==> src/rtl/str_pkg.sv <==
// str_pkg: shared types and helpers for the string receive/compare datapath.
//   state_e   : receiver FSM states (load A, load B, result held)
//   NUL       : string terminator code
//   to_lower  : ASCII tolower (A..Z only, every other code unchanged)
package str_pkg;

  typedef enum logic [1:0] {
    StLoadA,
    StLoadB,
    StDone
  } state_e;

  localparam logic [7:0] NUL = 8'h00;

  function automatic logic [7:0] to_lower(input logic [7:0] c);
    if (c >= 8'h41 && c <= 8'h5A) begin
      return c + 8'h20;
    end
    return c;
  endfunction

endpackage

==> src/rtl/str_buf.sv <==
// str_buf: character store for string A.
//   clk, rst          : clock, synchronous active-high reset (readback register only)
//   we, waddr, wdata  : single write port
//   cmp_idx, cmp_data : combinational read port used by the streaming compare
//   len_a             : current stored length, bounds the readback
//   rd_idx, rd_lower  : readback index and tolower select
//   rd_data           : registered readback, 8'h00 for indices at or beyond len_a
// Storage is deliberately not reset; len_a going to zero makes old contents unreachable.
module str_buf
  import str_pkg::*;
#(
  parameter int unsigned MAX_LEN = 32,
  localparam int unsigned LW = $clog2(MAX_LEN + 1),
  localparam int unsigned AW = (MAX_LEN > 1) ? $clog2(MAX_LEN) : 1
) (
  input  logic          clk,
  input  logic          rst,
  input  logic          we,
  input  logic [AW-1:0] waddr,
  input  logic [7:0]    wdata,
  input  logic [LW-1:0] cmp_idx,
  output logic [7:0]    cmp_data,
  input  logic [LW-1:0] len_a,
  input  logic [LW-1:0] rd_idx,
  input  logic          rd_lower,
  output logic [7:0]    rd_data
);

  logic [7:0] mem_q [MAX_LEN];
  logic [7:0] rd_raw;

  always_ff @(posedge clk) begin
    if (we) begin
      mem_q[waddr] <= wdata;
    end
  end

  always_comb begin
    cmp_data = NUL;
    if (cmp_idx < LW'(MAX_LEN)) begin
      cmp_data = mem_q[cmp_idx[AW-1:0]];
    end
  end

  assign rd_raw = mem_q[rd_idx[AW-1:0]];

  always_ff @(posedge clk) begin
    if (rst) begin
      rd_data <= NUL;
    end else if (rd_idx < len_a) begin
      rd_data <= rd_lower ? to_lower(rd_raw) : rd_raw;
    end else begin
      rd_data <= NUL;
    end
  end

endmodule

==> src/rtl/str_cmp_rx.sv <==
// str_cmp_rx: receives two NUL-terminated strings A then B on one valid/ready byte
// channel, stores A and compares B against it on the fly.
//   clk, rst                   : clock, synchronous active-high reset
//   in_valid/in_ready/in_char  : character input channel (8'h00 terminates a string)
//   fold_case                  : case-insensitive compare, latched on A's first char
//   res_valid/res_ready        : result handshake
//   res_eq/res_lt/res_gt       : A vs B relation, one-hot while res_valid
//   len_a, len_b, overflow     : saturated lengths and overflow flag
//   rd_idx, rd_lower, rd_data  : registered indexed readback of A
module str_cmp_rx
  import str_pkg::*;
#(
  parameter int unsigned MAX_LEN = 32,
  localparam int unsigned LW = $clog2(MAX_LEN + 1)
) (
  input  logic          clk,
  input  logic          rst,
  input  logic          in_valid,
  output logic          in_ready,
  input  logic [7:0]    in_char,
  input  logic          fold_case,
  output logic          res_valid,
  input  logic          res_ready,
  output logic          res_eq,
  output logic          res_lt,
  output logic          res_gt,
  output logic [LW-1:0] len_a,
  output logic [LW-1:0] len_b,
  output logic          overflow,
  input  logic [LW-1:0] rd_idx,
  input  logic          rd_lower,
  output logic [7:0]    rd_data
);

  localparam int unsigned AW = (MAX_LEN > 1) ? $clog2(MAX_LEN) : 1;
  localparam logic [LW-1:0] MaxLen = LW'(MAX_LEN);

  state_e        state_q, state_d;
  logic [LW-1:0] len_a_q, len_a_d, len_b_q, len_b_d;
  logic          ovf_q, ovf_d;
  logic          dec_q, dec_d, dec_lt_q, dec_lt_d;
  logic          fold_q, fold_d;
  logic          eq_q, eq_d, lt_q, lt_d, gt_q, gt_d;
  logic          acc, is_nul, buf_we;
  logic [7:0]    cmp_a, ca, cb;

  str_buf #(
    .MAX_LEN(MAX_LEN)
  ) u_buf (
    .clk     (clk),
    .rst     (rst),
    .we      (buf_we),
    .waddr   (len_a_q[AW-1:0]),
    .wdata   (in_char),
    .cmp_idx (len_b_q),
    .cmp_data(cmp_a),
    .len_a   (len_a_q),
    .rd_idx  (rd_idx),
    .rd_lower(rd_lower),
    .rd_data (rd_data)
  );

  // Held low while rst is asserted so no char is taken during the reset cycle.
  assign in_ready = ~rst & (state_q != StDone);
  assign acc      = in_valid & in_ready;
  assign is_nul   = (in_char == NUL);
  assign buf_we   = acc & (state_q == StLoadA) & ~is_nul & (len_a_q < MaxLen);
  assign ca       = fold_q ? to_lower(cmp_a) : cmp_a;
  assign cb       = fold_q ? to_lower(in_char) : in_char;

  always_comb begin
    state_d  = state_q;
    len_a_d  = len_a_q;
    len_b_d  = len_b_q;
    ovf_d    = ovf_q;
    dec_d    = dec_q;
    dec_lt_d = dec_lt_q;
    fold_d   = fold_q;
    eq_d     = eq_q;
    lt_d     = lt_q;
    gt_d     = gt_q;
    unique case (state_q)
      StLoadA: begin
        if (acc) begin
          if (len_a_q == '0) begin
            fold_d = fold_case;
          end
          if (is_nul) begin
            state_d = StLoadB;
          end else if (len_a_q < MaxLen) begin
            len_a_d = len_a_q + LW'(1);
          end else begin
            ovf_d = 1'b1;
          end
        end
      end
      StLoadB: begin
        if (acc) begin
          if (is_nul) begin
            state_d = StDone;
            if (dec_q) begin
              lt_d = dec_lt_q;
              gt_d = ~dec_lt_q;
            end else if (len_a_q == len_b_q) begin
              eq_d = 1'b1;
            end else if (len_a_q > len_b_q) begin
              gt_d = 1'b1;
            end else begin
              lt_d = 1'b1;
            end
          end else begin
            // Chars past MAX_LEN take no part in the compare.
            if (!dec_q && (len_b_q < MaxLen)) begin
              if (len_b_q < len_a_q) begin
                if (ca != cb) begin
                  dec_d    = 1'b1;
                  dec_lt_d = (ca < cb);
                end
              end else begin
                // A ran out first: A is a proper prefix of B.
                dec_d    = 1'b1;
                dec_lt_d = 1'b1;
              end
            end
            if (len_b_q < MaxLen) begin
              len_b_d = len_b_q + LW'(1);
            end else begin
              ovf_d = 1'b1;
            end
          end
        end
      end
      StDone: begin
        if (res_ready) begin
          state_d  = StLoadA;
          len_a_d  = '0;
          len_b_d  = '0;
          ovf_d    = 1'b0;
          dec_d    = 1'b0;
          dec_lt_d = 1'b0;
          eq_d     = 1'b0;
          lt_d     = 1'b0;
          gt_d     = 1'b0;
        end
      end
      default: state_d = StLoadA;
    endcase
  end

  always_ff @(posedge clk) begin
    if (rst) begin
      state_q  <= StLoadA;
      len_a_q  <= '0;
      len_b_q  <= '0;
      ovf_q    <= 1'b0;
      dec_q    <= 1'b0;
      dec_lt_q <= 1'b0;
      fold_q   <= 1'b0;
      eq_q     <= 1'b0;
      lt_q     <= 1'b0;
      gt_q     <= 1'b0;
    end else begin
      state_q  <= state_d;
      len_a_q  <= len_a_d;
      len_b_q  <= len_b_d;
      ovf_q    <= ovf_d;
      dec_q    <= dec_d;
      dec_lt_q <= dec_lt_d;
      fold_q   <= fold_d;
      eq_q     <= eq_d;
      lt_q     <= lt_d;
      gt_q     <= gt_d;
    end
  end

  assign res_valid = (state_q == StDone);
  assign res_eq    = eq_q;
  assign res_lt    = lt_q;
  assign res_gt    = gt_q;
  assign len_a     = len_a_q;
  assign len_b     = len_b_q;
  assign overflow  = ovf_q;

endmodule
==> config.mk <==
export PLATFORM = sky130hd
export DESIGN_NAME = str_cmp_rx
export DESIGN_NICKNAME = d
export VERILOG_FILES = /design/src/rtl/str_pkg.sv /design/src/rtl/str_buf.sv /design/src/rtl/str_cmp_rx.sv
export SDC_FILE = /design/constraint.sdc
export NUM_CORES = 1
export LEC_CHECK = 0
export CAP_MARGIN = 25
export CORE_MARGIN = 2
export CORE_UTILIZATION = 40
export DETAILED_ROUTE_END_ITERATION = 8
export MAX_ROUTING_LAYER = met4
export PLACE_DENSITY = 0.66
export SETUP_SLACK_MARGIN = 0.02
export SYNTH_ARGS = -nofsm -noshare
export SYNTH_HDL_FRONTEND = slang
export SYNTH_SLANG_ARGS = --single-unit
==> constraint.sdc <==
create_clock -name clk -period 4.8 [get_ports clk]
set_input_delay 0.48 -clock clk [delete_from_list [all_inputs] [get_ports clk]]
set_output_delay 0.48 -clock clk [all_outputs]
set_load 0.02 [all_outputs]
==> flow_metrics.py <==
metrics = {
    "grt": {
        "antenna_found_initial": 0,
        "grt_usage_pct": 21.1,
        "grt_first_pass_wirelength_microns": 53900,
        "grt_max_degree": 65,
        "grt_pass1_vias": 8186,
        "overflow": 0,
    },
    "clock_tree": {
        "postCtsSetupBuffers": 0,
        "cts_root_buffer": "clkbuf_16",
        "worstSkewPairLatency_ns": 0.57,
        "cts_resized": 0,
        "clockBufferDepth": 3,
        "cts_hold_buffers": 0,
        "clock-sinks": 290,
        "clkTransAtPathRegs_ns": 0.06,
        "htreeDepth": 1,
        "cts_made_buffers": 30,
        "cts_tree": "yes",
    },
    "setup_path": {
        "slowest_stage": "mux4_2",
        "cp.buffers_inverters": 1,
        "crit_arrival_ns": 4.58,
        "cp-end-kind": "flip-flop",
        "critPathRequiredTime_ns": 5.25,
        "cpPeakStageDelay_ns": 0.60,
        "crit_type": "flip-flop to flip-flop",
        "critPathTopFamily": "multiplexers",
        "path_cells": "buf_12 -> mux4_2 -> mux4_2 -> mux2i_1 -> nor2_1 -> nor4_1 -> a21oi_1 -> nand2_1 -> nand2b_1 -> ha_1 -> nand4_1 -> nor2_1 -> a21oi_1 -> o21ai_0 -> nor2b_1 -> a211oi_1",
        "cp-start-kind": "flip-flop",
        "critPathMaxFanout": 39,
    },
    "sta": {
        "skew_ns": 0.0270,
        "hold_violations": 0,
        "relSlewSlack_pct": 36.1,
        "fin_crit_sh_pct": 86.1,
        "fin_setup_tns_ns": 0,
        "worst_pin_slew_ns": 0.955,
        "finalCriticalPeriod_ns": 4.13,
        "grt_setup_unrepaired": "false",
        "setup_viol": 0,
        "timing.fmax_ghz": 0.242,
        "drv_slew": 0,
    },
    "place": {
        "dpl.hpwl_microns": 24300,
        "gp_congestion": 0.889,
        "io_buffers": 45,
        "place_area_sq_um": 15100,
    },
    "synthesis": {
        "ys_ff_latch": 290,
        "ys_types": 49,
        "async_flop_share_pct": 0,
        "synth_top_cell_area_share_pct": 55.6,
        "synth_edf_count": 256,
        "yosysWarnings": 0,
        "avgSynthCellArea_sq_um": 16.8,
        "synth_top_cell_by_area": "edfxtp_1",
        "synthCells": 824,
        "ys.flop_type": "edfxtp_1",
        "ys_seq_area_share_pct": 60.5,
        "synth_nets": 871,
        "synth_area_leaders": "edfxtp_1, mux4_2, dfxtp_1",
        "netlist_area_sq_um": 13800,
    },
    "floorplanning": {
        "ios": 46,
        "dieHeight_microns": 190,
        "dieWidth_microns": 190,
        "core_sq_um": 34300,
        "start_util_pct": 40.3,
        "die_area_sq_um": 36100,
        "num_rows": 68,
    },
    "layout": {
        "antennaDiodeCount": 0,
        "n_fill_cell": 2899,
        "finalNetCount": 957,
        "design_area_sq_um": 16100,
        "drive_above_1_share_pct": 24.9,
        "area_delta_synth_final_pct": 16.5,
    },
    "drt": {
        "viasPerCell": 6.02,
        "ant_nets": 0,
        "drtIter0Drc": 888,
        "routed-via-count": 8355,
        "first_pass_iters": 5,
        "drc_errors": 0,
        "routedWlPerCell_microns": 26.5,
        "wirelength_microns": 36800,
    },
    "pwr": {
        "combPwrFrac_pct": 5.7,
        "power_density_nw_per_um2": 342,
        "netSwitchingFraction_pct": 21.1,
        "p_leak_nw": 5.23,
        "internal-power_mw": 4.34,
        "clkPwrFrac_pct": 44.2,
        "total_power_mw": 5.51,
        "seq_power_share_pct": 50.1,
        "p_sw_mw": 1.16,
        "vdd_drop_max_v": 0.000244,
    },
    "status": {
        "status": "complete, no violations",
    },
    "flow_run": {
        "maxCapViolations": 0,
    },
    "worst_hold_path": {
        "hold_path.class": "flip-flop to flip-flop",
    },
}
==> registers in the layout (all words and copies together) (netlist names), named ones only <==
name,cells
u_buf.mem_q,256
u_buf.rd_data,8
len_a,6
len_b,6
state_q,2
dec_lt_q,1
dec_q,1
fold_q,1
overflow,1
res_eq,1
res_gt,1
res_lt,1
==> synth_stat cells, types with 15 or more instances <==
cell type and count:
edfxtp_1 256, mux4_2 128, nor2_1 65, mux2i_1 39
dfxtp_1 34, nand2_1 33, ha_1 27, a21oi_1 25
nand3_1 19, a22oi_1 17, buf_2 17, inv_1 17
clkbuf_1 16, nor2b_1 15
==> tightest hold or removal path, stage by stage (launching register included) <==
cell     delay, ns
dfxtp_1       0.33
a21oi_1       0.04
nor2_1        0.07
==> routing by layer <==
metal	wire, microns	track usage (%)	vias to the layer above
met5	0	-	-
met4	990	5.37	0
met3	2680	2.45	49
met2	17600	33.5	374
met1	15400	29.4	4369
li1	-	-	3563
==> placed cells by master (no fill, tap or decap), types with 3 or more instances in the layout <==
| master | count |
|---|---|
| nor4_1 | 6 |
| nor2b_1 | 15 |
| nand2_1 | 33 |
| nor3_1 | 3 |
| xor2_1 | 3 |
| nor2_1 | 65 |
| clkbuf_16 | 30 |
| nand2b_1 | 7 |
| o21ai_0 | 6 |
| a31oi_1 | 4 |
| buf_12 | 3 |
| clkdlybuf4s50_1 | 43 |
| a21o_1 | 7 |
| a21oi_1 | 25 |
| o21a_1 | 7 |
| mux2i_1 | 39 |
| nand4_1 | 9 |
| a22oi_1 | 17 |
| clkinv_2 | 4 |
| clkinv_1 | 9 |
| clkinvlp_4 | 4 |
| bufinv_16 | 6 |
| nand4b_1 | 3 |
| mux4_2 | 128 |
| o22ai_1 | 5 |
| a211oi_1 | 3 |
| buf_4 | 51 |
| dfxtp_1 | 32 |
| ha_1 | 27 |
| edfxtp_1 | 256 |
| xnor2_1 | 4 |
| a22o_1 | 10 |
| a221oi_1 | 8 |
| clkbuf_1 | 3 |
| nand3_1 | 19 |
| inv_1 | 17 |
==> area by class of cell <==
| type | instances | area, sq um | area share [%] |
|---|---|---|---|
| flip-flops and latches | 290 | 8370 | 52.0 |
| multi-input cells | 472 | 5180 | 32.2 |
| repair buffers | 97 | 873 | 5.42 |
| clock buffers | 33 | 762 | 4.73 |
| well taps | 455 | 569 | 3.54 |
| clock inverters | 22 | 273 | 1.69 |
| inverters | 19 | 71.3 | 0.443 |
==> power by group through the flow <==
| stage | Sequential, mW | Clock [mW] | Combinational (mW) |
|---|---|---|---|
| 6_report | 2.76 | 2.43 | 0.316 |
| 5_1_grt | 2.76 | 2.56 | 0.337 |
| 4_1_cts | 2.76 | 2.46 | 0.315 |
| 3_5_place_dp | 2.81 | 0 | 0.314 |
| 3_3_place_gp | 2.81 | 0 | 0.312 |
| 2_1_floorplan | 2.82 | 0 | 0.173 |
==> stage by stage <==
stage	util, %	instances	hold WS (ns)	worst slack (ns)
floorplan	-	824	0.475	1.12
global placement	43.9	1333	0.459	0.787
detailed placement	43.9	1333	0.463	0.716
CTS	47.0	1388	0.481	0.696
global route	47.0	1388	0.511	0.296
finish	47.0	1388	0.479	0.668
==> cell families (layout without fill, tap and decap cells) <==
logic type      count (synthesis)  after routing  share of synthesized area [%]
flops                         290            290                           60.5
simple gates                  173            173                           5.98
mux                           168            168                           23.8
compound gates                 97             97                           4.82
buf+inv                        62            171                           2.01
fa+ha+maj                      27             27                           2.44
xor+xnor                        7              7                          0.444
==> path summary, 6_finish.rpt <==
check / depth (start not counted) / from / slack, ns / end
max: 16 / flip-flop / 0.67 / dec_q
min: 2 / overflow / 0.48 / overflow
max reg2reg: 16 / flip-flop / 0.67 / dec_q
min reg2reg: 2 / overflow / 0.48 / overflow
No activity file was read; power rests on OpenSTA's default activity.
